$ cat src/rtl/osf_mb_pkg.sv
// Shared widths, FSM state type and bit-scan helpers for the OSF event mailbox consumer.
package osf_mb_pkg;

    localparam int unsigned VEC_W = 20;
    localparam int unsigned DEPTH = 4;
    localparam int unsigned ID_W  = $clog2(VEC_W);
    localparam int unsigned PTR_W = $clog2(DEPTH);
    localparam int unsigned LVL_W = PTR_W + 1;

    typedef enum logic {
        IDLE     = 1'b0,
        DISPATCH = 1'b1
    } stateT;

    // Index of the lowest set bit; zero when the vector is empty.
    function automatic logic [ID_W-1:0] lowest_set(input logic [VEC_W-1:0] vec);
        logic [ID_W-1:0] idx;
        idx = '0;
        for (int i = int'(VEC_W) - 1; i >= 0; i--) begin
            if (vec[i]) begin
                idx = ID_W'(i);
            end
        end
        return idx;
    endfunction

    function automatic logic onehot_or_zero(input logic [VEC_W-1:0] vec);
        return (vec & (vec - VEC_W'(1))) == '0;
    endfunction

endpackage

$ cat src/rtl/osf_mb_event_dispatch_if.sv
// Mailbox write port and event-sink port of the OSF event dispatcher.
interface osf_mb_event_dispatch_if;
    import osf_mb_pkg::*;

    logic             mb_valid;
    logic [VEC_W-1:0] mb_vec;
    logic             mb_ready;
    logic             ev_valid;
    logic [ID_W-1:0]  ev_id;
    logic             ev_last;
    logic             ev_ready;
    logic             vec_done;
    logic [LVL_W-1:0] fifo_level;
    logic             busy;

    modport master (
        output mb_valid, mb_vec, ev_ready,
        input  mb_ready, ev_valid, ev_id, ev_last, vec_done, fifo_level, busy
    );

    modport slave (
        input  mb_valid, mb_vec, ev_ready,
        output mb_ready, ev_valid, ev_id, ev_last, vec_done, fifo_level, busy
    );

endinterface

$ cat src/rtl/osf_mb_vec_fifo.sv
// DEPTH x VEC_W synchronous vector FIFO with occupancy output; caller guards push/pop.
module osf_mb_vec_fifo
    import osf_mb_pkg::*;
(
    input  logic             clk,
    input  logic             rst_n,
    input  logic             push,
    input  logic [VEC_W-1:0] pushData,
    input  logic             pop,
    output logic [VEC_W-1:0] popData,
    output logic [LVL_W-1:0] level,
    output logic             empty
);

    logic [VEC_W-1:0] mem [DEPTH];
    logic [PTR_W-1:0] wrPtr;
    logic [PTR_W-1:0] rdPtr;
    logic [LVL_W-1:0] count;

    // Pointers are PTR_W wide, so the increment wraps modulo DEPTH.
    always_ff @(posedge clk or negedge rst_n) begin
        if (!rst_n) begin
            wrPtr <= '0;
            rdPtr <= '0;
            count <= '0;
        end else begin
            if (push) begin
                wrPtr <= wrPtr + PTR_W'(1);
            end
            if (pop) begin
                rdPtr <= rdPtr + PTR_W'(1);
            end
            case ({push, pop})
                2'b10:   count <= count + LVL_W'(1);
                2'b01:   count <= count - LVL_W'(1);
                default: count <= count;
            endcase
        end
    end

    always_ff @(posedge clk) begin
        if (push) begin
            mem[wrPtr] <= pushData;
        end
    end

    assign popData = mem[rdPtr];
    assign level   = count;
    assign empty   = (count == '0);

endmodule

$ cat src/rtl/osf_mb_event_dispatch.sv
// OSF mailbox consumer: buffers event vectors and dispatches their set bits lowest first.
module osf_mb_event_dispatch
    import osf_mb_pkg::*;
(
    input  logic                   clk,
    input  logic                   rst_n,
    osf_mb_event_dispatch_if.slave bus
);

    stateT            state;
    stateT            stateNext;
    logic [VEC_W-1:0] pend;
    logic [VEC_W-1:0] pendNext;
    logic [ID_W-1:0]  evId;
    logic             evLast;
    logic             zeroDone;
    logic             zeroDoneNext;
    logic             vecDoneNow;
    logic             push;
    logic             pop;
    logic             fifoEmpty;
    logic [VEC_W-1:0] headVec;
    logic [LVL_W-1:0] level;

    assign bus.mb_ready = (level != LVL_W'(DEPTH));
    assign push         = bus.mb_valid & bus.mb_ready;

    osf_mb_vec_fifo u_fifo (
        .clk      (clk),
        .rst_n    (rst_n),
        .push     (push),
        .pushData (bus.mb_vec),
        .pop      (pop),
        .popData  (headVec),
        .level    (level),
        .empty    (fifoEmpty)
    );

    always_ff @(posedge clk or negedge rst_n) begin
        if (!rst_n) begin
            state    <= IDLE;
            pend     <= '0;
            evId     <= '0;
            evLast   <= 1'b0;
            zeroDone <= 1'b0;
        end else begin
            state    <= stateNext;
            pend     <= pendNext;
            evId     <= lowest_set(pendNext);
            evLast   <= onehot_or_zero(pendNext) && (pendNext != '0);
            zeroDone <= zeroDoneNext;
        end
    end

    // Zero vectors retire straight from IDLE; the last handshake retires a dispatched vector.
    always_comb begin
        stateNext    = state;
        pendNext     = pend;
        pop          = 1'b0;
        zeroDoneNext = 1'b0;
        vecDoneNow   = 1'b0;
        case (state)
            IDLE: begin
                if (!fifoEmpty) begin
                    pop      = 1'b1;
                    pendNext = headVec;
                    if (headVec != '0) begin
                        stateNext = DISPATCH;
                    end else begin
                        zeroDoneNext = 1'b1;
                    end
                end
            end
            DISPATCH: begin
                if (bus.ev_ready) begin
                    pendNext = pend & ~(VEC_W'(1) << evId);
                    if (evLast) begin
                        vecDoneNow = 1'b1;
                        stateNext  = IDLE;
                    end
                end
            end
            default: stateNext = IDLE;
        endcase
    end

    assign bus.ev_valid   = (state == DISPATCH);
    assign bus.ev_id      = evId;
    assign bus.ev_last    = evLast;
    assign bus.vec_done   = zeroDone | vecDoneNow;
    assign bus.fifo_level = level;
    assign bus.busy       = (level != '0) || (state == DISPATCH);

endmodule

$ cat src/flat_wrapper.sv
// flat-port wrapper written by rule: the top's interface ports become plain ports
module osf_mb_event_dispatch_flat import osf_mb_pkg::*;
  (clk, rst_n, bus_mb_valid, bus_mb_vec, bus_ev_ready, bus_mb_ready, bus_ev_valid, bus_ev_id, bus_ev_last, bus_vec_done, bus_fifo_level, bus_busy);
  osf_mb_event_dispatch_if bus_i ();
  input  logic clk;
  input  logic rst_n;
  input wire logic [$bits(bus_i.mb_valid)-1:0] bus_mb_valid;
  input wire logic [$bits(bus_i.mb_vec)-1:0] bus_mb_vec;
  input wire logic [$bits(bus_i.ev_ready)-1:0] bus_ev_ready;
  output wire logic [$bits(bus_i.mb_ready)-1:0] bus_mb_ready;
  output wire logic [$bits(bus_i.ev_valid)-1:0] bus_ev_valid;
  output wire logic [$bits(bus_i.ev_id)-1:0] bus_ev_id;
  output wire logic [$bits(bus_i.ev_last)-1:0] bus_ev_last;
  output wire logic [$bits(bus_i.vec_done)-1:0] bus_vec_done;
  output wire logic [$bits(bus_i.fifo_level)-1:0] bus_fifo_level;
  output wire logic [$bits(bus_i.busy)-1:0] bus_busy;
  assign bus_i.mb_valid = bus_mb_valid;
  assign bus_i.mb_vec = bus_mb_vec;
  assign bus_i.ev_ready = bus_ev_ready;
  assign bus_mb_ready = bus_i.mb_ready;
  assign bus_ev_valid = bus_i.ev_valid;
  assign bus_ev_id = bus_i.ev_id;
  assign bus_ev_last = bus_i.ev_last;
  assign bus_vec_done = bus_i.vec_done;
  assign bus_fifo_level = bus_i.fifo_level;
  assign bus_busy = bus_i.busy;
  osf_mb_event_dispatch u_core (.clk(clk), .rst_n(rst_n), .bus(bus_i));
endmodule
$ cat config.mk
export PLATFORM = sky130hd
export DESIGN_NAME = osf_mb_event_dispatch_flat
export DESIGN_NICKNAME = d
export VERILOG_FILES = /design/src/rtl/osf_mb_pkg.sv /design/src/rtl/osf_mb_event_dispatch_if.sv /design/src/rtl/osf_mb_vec_fifo.sv /design/src/rtl/osf_mb_event_dispatch.sv /design/src/flat_wrapper.sv
export SDC_FILE = /design/constraint.sdc
export NUM_CORES = 1
export LEC_CHECK = 0
export BUFFER_PORTS_ARGS = -buffer_cell sky130_fd_sc_hd__buf_2
export CORE_MARGIN = 1
export CORE_UTILIZATION = 35
export DETAILED_ROUTE_END_ITERATION = 8
export HOLD_SLACK_MARGIN = 0.05
export MAX_ROUTING_LAYER = met4
export PLACE_DENSITY = 0.56
export REMOVE_ABC_BUFFERS = 1
export SLEW_MARGIN = 20
export SYNTH_ARGS = -nofsm -noshare
export SYNTH_HDL_FRONTEND = slang
export SYNTH_SLANG_ARGS = --single-unit
$ cat constraint.sdc
create_clock -name clk -period 5.16 [get_ports clk]
set_input_delay 0 -clock clk [delete_from_list [all_inputs] [get_ports clk]]
set_output_delay 0 -clock clk [all_outputs]
set_load 0.02 [all_outputs]
# After elaboration in Yosys (flattened, before gate mapping)
# Memory sizes are Yosys's and may differ from the RTL's.
# Index checks and enable logic that the tools add are counted.
totals:
  mem_count: 1
  romBits: 0
  ram_bits: 80
  inputBits: 24
  latch_bits: 0
  register_bits: 35
  elab_cells: 71
op_classes:
  bitwise_logic: 6
  n_reduce_logical: 8
  n_eq_ne: 3
  muxes: 39
  n_addsub: 5
  div: 0
  magnitude_cmp: 0
  n_shift: 1
  multipliers: 0
memory_table:
  columns: ["memory", "depth", "word_bits", "read_ports", "rd_clocked_by_memory_dff", "write_ports", "line_no", "text"]
  rows:
  - ["u_core.u_fifo.mem", 4, 20, 1, 0, 1, "osf_mb_vec_fifo.sv:15", "logic [VEC_W-1:0] mem [DEPTH];"]
ops:
  columns: ["op", "count"]
  rows:
  - ["5-bit 2-to-1 mux", 20]
  - ["20-bit AND", 2]
  - ["20-bit 2-to-1 mux", 2]
  - ["20-bit one-hot mux with 2 select lines", 1]
  - ["20-bit nonzero test", 2]
  - ["20-bit zero test", 1]
  - ["20-bit inverter", 1]
  - ["1-bit by 5-bit << shifter with 20-bit output, first input constant", 1]
  - ["20-bit by 1-bit subtractor with 20-bit output, second input constant", 1]
  - ["1-bit 2-to-1 mux", 14]
  - ["3-bit one-hot mux with 2 select lines", 1]
  - ["2-bit by 1-bit adder with 2-bit output, second input constant", 2]
  - ["3-bit by 1-bit adder with 3-bit output, second input constant", 1]
  - ["3-bit zero test", 1]
  - ["3-bit != test, second input constant", 1]
  - ["3-bit nonzero test", 1]
  - ["3-bit by 1-bit subtractor with 3-bit output, second input constant", 1]
  - ["2-bit by 1-bit equality test with 1-bit output, second input constant", 1]
  - ["2-bit equality test, second input constant", 1]
  - ["1-bit one-hot mux with 2 select lines", 1]
  - ["2-bit nonzero test", 1]
  - ["1-bit AND", 1]
  - ["1-bit logical AND", 1]
  - ["1-bit logical OR", 1]
  - ["2 further kinds", 2]

# Depth between registers and ports, before layout
depth:
  word_depth: 25
  ltp_mapped: 12
  ltp_nobuf: 10

# Modules after synthesis
# A second synthesis with hierarchy kept.
unflattened:
  hier_cells: 355
  hier_area_um2: 5278.8
modules_own_cells:
  columns: ["mod", "instances", "cells_each", "area_per_inst_um2"]
  rows:
  - ["osf_mb_vec_fifo", 1, 140, 3280.6]
  - ["osf_mb_event_dispatch", 1, 215, 1998.2]

# Worst setup path before layout
# OpenSTA, ideal clock, no wires.
synth_timing:
  path_kind: "register to register"
  start: "register u_core.u_fifo.count[0], in the netlist u_core.u_fifo.level[0]"
  end: "register u_core.evLast, in the netlist u_core.bus.ev_last"
  path_slack_ps: 2688
  synth_period_minus_slack_ps: 2472
  path_buffers: 2
  path_stages_with_launch: 12
  required_ps: 5073
  arrival_time_ps: 2385
  cell_sequence: "dfrtp_1 or3_1 buf_4 nand2_4 inv_4 buf_6 o21ai_2 nor4_2 and3_1 a311oi_1 o2111ai_1 a211oi_2"
synth_between:
  elab_chain_len: 7
  word_cells_on_any_way: 8
  classes_between: "add/sub (1); mux (2); bitwise (1); reduce/logical (4)"
synth_rtl:
  columns: ["element", "line_no", "text"]
  rows:
  - ["start: declaration", "osf_mb_vec_fifo.sv:18", "logic [LVL_W-1:0] count;"]
  - ["start signal: assignment", "osf_mb_vec_fifo.sv:34", "2'b10: count <= count + LVL_W'(1);"]
  - ["start signal: assignment", "osf_mb_vec_fifo.sv:35", "2'b01: count <= count - LVL_W'(1);"]
  - ["start signal: assignment", "osf_mb_vec_fifo.sv:36", "default: count <= count;"]
  - ["3-bit zero test (*)", "osf_mb_vec_fifo.sv:49", "assign empty = (count == '0);"]
  - ["20-bit 2-to-1 mux (*)", "osf_mb_event_dispatch.sv:64", "if (!fifoEmpty) begin"]
  - ["20-bit one-hot mux with 2 select lines (*)", "osf_mb_event_dispatch.sv:62", "case (state)"]
  - ["via u_core.pendNext[8]", "osf_mb_event_dispatch.sv:13", "logic [VEC_W-1:0] pendNext;"]
  - ["20-bit by 1-bit subtractor with 20-bit output", "osf_mb_pkg.sv:28", "return (vec & (vec - VEC_W'(1))) == '0;"]
  - ["20-bit AND", "osf_mb_pkg.sv:28", null]
  - ["20-bit zero test", "osf_mb_pkg.sv:28", null]
  - ["1-bit logical AND (*)", "osf_mb_event_dispatch.sv:50", "evLast <= onehot_or_zero(pendNext) && (pendNext != '0);"]
  - ["end signal: assignment", "osf_mb_event_dispatch.sv:50", null]
  - ["end: declaration", "osf_mb_event_dispatch.sv:15", "logic evLast;"]
# The timed path passes the listed nets; every way through them passes the cells marked *.
# A chain may end at the register's enable or synchronous reset.

# Worst setup path in the final report
layout_timing:
  start: "register u_core.state, in the netlist u_core.bus.ev_valid"
  end: "register u_core.evId[1], in the netlist u_core.bus.ev_id[1]"
layout_between:
  elab_chain_len: 22
layout_rtl:
  columns: ["element", "line_no", "text"]
  rows:
  - ["start: declaration", "osf_mb_event_dispatch.sv:10", "stateT state;"]
  - ["start signal: assignment", "osf_mb_event_dispatch.sv:47", "state <= stateNext;"]
  - ["1-bit inverter", "osf_mb_event_dispatch.sv:62", null]
  - ["20-bit one-hot mux with 2 select lines (*)", "osf_mb_event_dispatch.sv:62", null]
  - ["via u_core.pendNext[19]", "osf_mb_event_dispatch.sv:13", null]
  - ["5-bit 2-to-1 mux (*) (20 in a row)", "osf_mb_pkg.sv:20", "if (vec[i]) begin"]
  - ["end signal: assignment", "osf_mb_event_dispatch.sv:49", "evId <= lowest_set(pendNext);"]
  - ["end: declaration", "osf_mb_event_dispatch.sv:14", "logic [ID_W-1:0] evId;"]
# Marks and branches as above.

==> results.py <==
metrics = {
    "sta": {
        "worst_slack_ns": 1.97,
        "layout_min_cycle_time_ns": 3.19,
        "final.setup_skew_ns": 0.00555,
        "whs_ns": 0.233,
        "final-max-slew-violation-count": 0,
        "setup-tns-final_ns": 0,
        "timing.final.setup_violations": 0,
        "max_slew.worst_pin.slew_ns": 0.995,
        "rsz0062_at_grt": "false",
        "max_freq_ghz": 0.314,
        "hold_violations": 0,
        "timing.final.crit_share_pct": 61.8,
        "max-slew-margin-rel_pct": 33.1,
    },
    "clock_network": {
        "ctsHoldBuffers": 23,
        "clock_tree_from_tritoncts": "built",
        "clockRootBuffer": "sky130_fd_sc_hd__clkbuf_16",
        "path_clk_slew_ns": 0.05,
        "cts-buffers-inserted": 17,
        "cts-htree-levels": 4,
        "numClockSinks": 115,
        "worst_skew_pair.late_latency_ns": 0.41,
        "max-clock-path-buffers": 2,
        "post-cts-setup-buffer-count": 0,
        "post_cts.resized_instances": 0,
    },
    "drt": {
        "drc": 0,
        "detail_route.vias_per_cell": 5.40,
        "drt-total-wl_um": 11300,
        "drt_pass1_iterations": 5,
        "detail-route-antenna-nets": 0,
        "detailroute.via_count": 3241,
        "wl_per_cell_um": 18.8,
        "dr.first_iter.drc_count": 200,
    },
    "placement": {
        "detailed_place_hpwl_um": 7370,
        "place_inst": 545,
        "place.port_buffers": 36,
        "place_congestion": 0.883,
        "place_area_mm2": 0.00544,
        "pre_cts_slack_ns": 2.08,
    },
    "critical_path": {
        "critPathMaxFanout": 19,
        "ff2ff_path_depth": 9,
        "startpoint_type": "register",
        "critPathCaptureType": "register",
        "worstPathArrival_ns": 3.53,
        "critPathRequiredTime_ns": 5.50,
        "ff2ff_setup_slack_ns": 1.97,
        "timing.setup.critical_path_class": "reg -> reg",
    },
    "cells_and_area": {
        "fin_util_pct": 44.7,
        "instances_no_fill": 600,
        "diodes": 0,
        "syn2layout_area_growth_pct": 23.3,
        "nets": 437,
        "final_common_cell": "sky130_fd_sc_hd__edfxtp_1",
        "layout_common_cells": "sky130_fd_sc_hd__edfxtp_1, sky130_fd_sc_hd__buf_2, sky130_fd_sc_hd__dfrtp_1",
        "postLayoutCellArea_mm2": 0.00628,
        "drive_gt1_share_pct": 24.0,
    },
    "floorplan": {
        "die_h_um": 123,
        "fp.dieW_um": 123,
        "design.die.area_mm2": 0.0150,
        "rows": 43,
        "io-pin-count": 37,
        "floorplan.initialDensity_pct": 36.3,
        "core_area_mm2": 0.0140,
    },
    "logic_synthesis": {
        "syn-instance-count": 338,
        "synth_edf_count": 80,
        "ys_warn_count": 0,
        "share_of_the_yosys_chip_area_belonging_to_registers_pct": 64.3,
        "post_synth_instance_area_mm2": 0.00509,
        "netlist-cell-type-count": 60,
        "ys.flop_type": "sky130_fd_sc_hd__edfxtp_1",
        "synthesis.area_per_instance_um2": 15.1,
        "async_flop_share_pct": 30.4,
        "synth-seq-cells": 115,
    },
    "global_routing": {
        "number_of_antenna_violations_at_the_first_check_in_global_routing": 0,
        "wire_length_of_the_first_global_routing_pass_um": 18500,
        "track_usage_pct": 17.6,
        "maximum_number_of_pins_on_one_net_before_global_route_repair": 36,
        "first_global_vias": 3364,
        "grt_remaining_overflow": 0,
    },
    "job": {
        "maxCapViolations": 0,
    },
    "outcome": {
        "result_of_the_run": "finished clean",
    },
    "hold_path": {
        "hold_path_class": "in -> async",
    },
    "power": {
        "total_leakage_power_nw": 2.22,
        "powerDensity_mw_per_mm2": 524,
        "power.ir.vdd_worst_v": 0.000329,
        "total_chip_power_mw": 3.29,
    },
}
## worst max-delay path, cell delays in order (launching register included)
cell and delay [ns]:
sky130_fd_sc_hd__dfrtp_1 0.71, sky130_fd_sc_hd__inv_1 0.44, sky130_fd_sc_hd__nand2_4 0.20, sky130_fd_sc_hd__inv_4 0.13, sky130_fd_sc_hd__o21ai_1 0.49, sky130_fd_sc_hd__o2111ai_1 0.25
sky130_fd_sc_hd__a311oi_1 0.46, sky130_fd_sc_hd__o21ai_1 0.10, sky130_fd_sc_hd__a21oi_1 0.19, sky130_fd_sc_hd__o21a_1 0.14
## path summary, 6_finish.rpt
check | from | end
worst max-delay path | u_core.bus.ev_valid$_DFF_PN0_ | u_core.bus.ev_id[1]$_DFF_PN0_
worst min-delay path | rst_n | u_core.pend[6]$_DFF_PN0_
min in group clk | bus_mb_vec[16] | u_core.u_fifo.mem[2][16]$_DFFE_PP_
worst min register to register | u_core.bus.ev_last$_DFF_PN0_ | u_core.bus.ev_valid$_DFF_PN0_
worst max register to register | u_core.bus.ev_valid$_DFF_PN0_ | u_core.bus.ev_id[1]$_DFF_PN0_
max in group asynchronous | rst_n | u_core.u_fifo.rdPtr[0]$_DFFE_PN0P_
## flip-flops by register name (all words and copies together), names as in the netlist
register,flops
u_core.bus.ev_id,5
u_core.u_fifo.level,3
u_core.u_fifo.mem,80
u_core.bus.ev_last,1
u_core.u_fifo.wrPtr,2
u_core.pend,20
u_core.zeroDone,1
u_core.u_fifo.rdPtr,2
u_core.bus.ev_valid,1
## layer usage
metal | vias up | track usage, % | wire [um]
met5 | - | - | 0
met4 | 0 | 8.38 | 315
met3 | 25 | 4.97 | 589
met2 | 113 | 25.1 | 5230
met1 | 1606 | 23.1 | 5130
li1 | 1497 | - | -
## cell usage after synthesis, types with 5 or more instances
master / count / share of area [%]
sky130_fd_sc_hd__o21ai_0: 17 / 1.7
sky130_fd_sc_hd__and3_1: 5 / 0.61
sky130_fd_sc_hd__edfxtp_1: 80 / 47
sky130_fd_sc_hd__mux4_1: 8 / 4.1
sky130_fd_sc_hd__nand2_1: 13 / 0.96
sky130_fd_sc_hd__nor4_1: 7 / 0.86
sky130_fd_sc_hd__o221ai_1: 5 / 0.86
sky130_fd_sc_hd__inv_1: 16 / 1.2
sky130_fd_sc_hd__nor2_1: 10 / 0.74
sky130_fd_sc_hd__nor3_1: 9 / 0.88
sky130_fd_sc_hd__nand3_1: 18 / 1.8
sky130_fd_sc_hd__mux4_2: 12 / 5.3
sky130_fd_sc_hd__o21ai_1: 8 / 0.79
sky130_fd_sc_hd__o21ai_2: 5 / 0.86
sky130_fd_sc_hd__dfrtp_1: 35 / 17
sky130_fd_sc_hd__and2_1: 5 / 0.61
sky130_fd_sc_hd__ha_1: 5 / 1.2
## kinds of logic (layout without fill, tap and decap cells)
kind of cell	count (synthesis)	in the layout	share of synthesized area, %
flip-flops	115	115	64.3
AND/OR/NAND/NOR	94	94	10.6
AO/OA/AOI/OAI	68	68	9.92
buffers and inverters	28	110	2.90
multiplexers	20	20	9.43
adder cells (fa/ha/maj)	7	7	1.82
XOR/XNOR	6	6	1.03
## cell type report
class,instances,area [um^2]
clock buffer,23,478
clock inverter,9,129
fill,1238,7760
inverter,17,66.3
multi-input combinational,195,1670
sequential,115,3280
tap,180,225
timing repair buffer,61,433
## power by group
group          internal [mW]  leakage (nW)  switching, mW  total [mW]
clock                  0.794         0.283          0.395        1.19
sequential              1.22          1.15         0.0940        1.31
combinational          0.270         0.785          0.524       0.794
(Power assumes the default switching activity.)
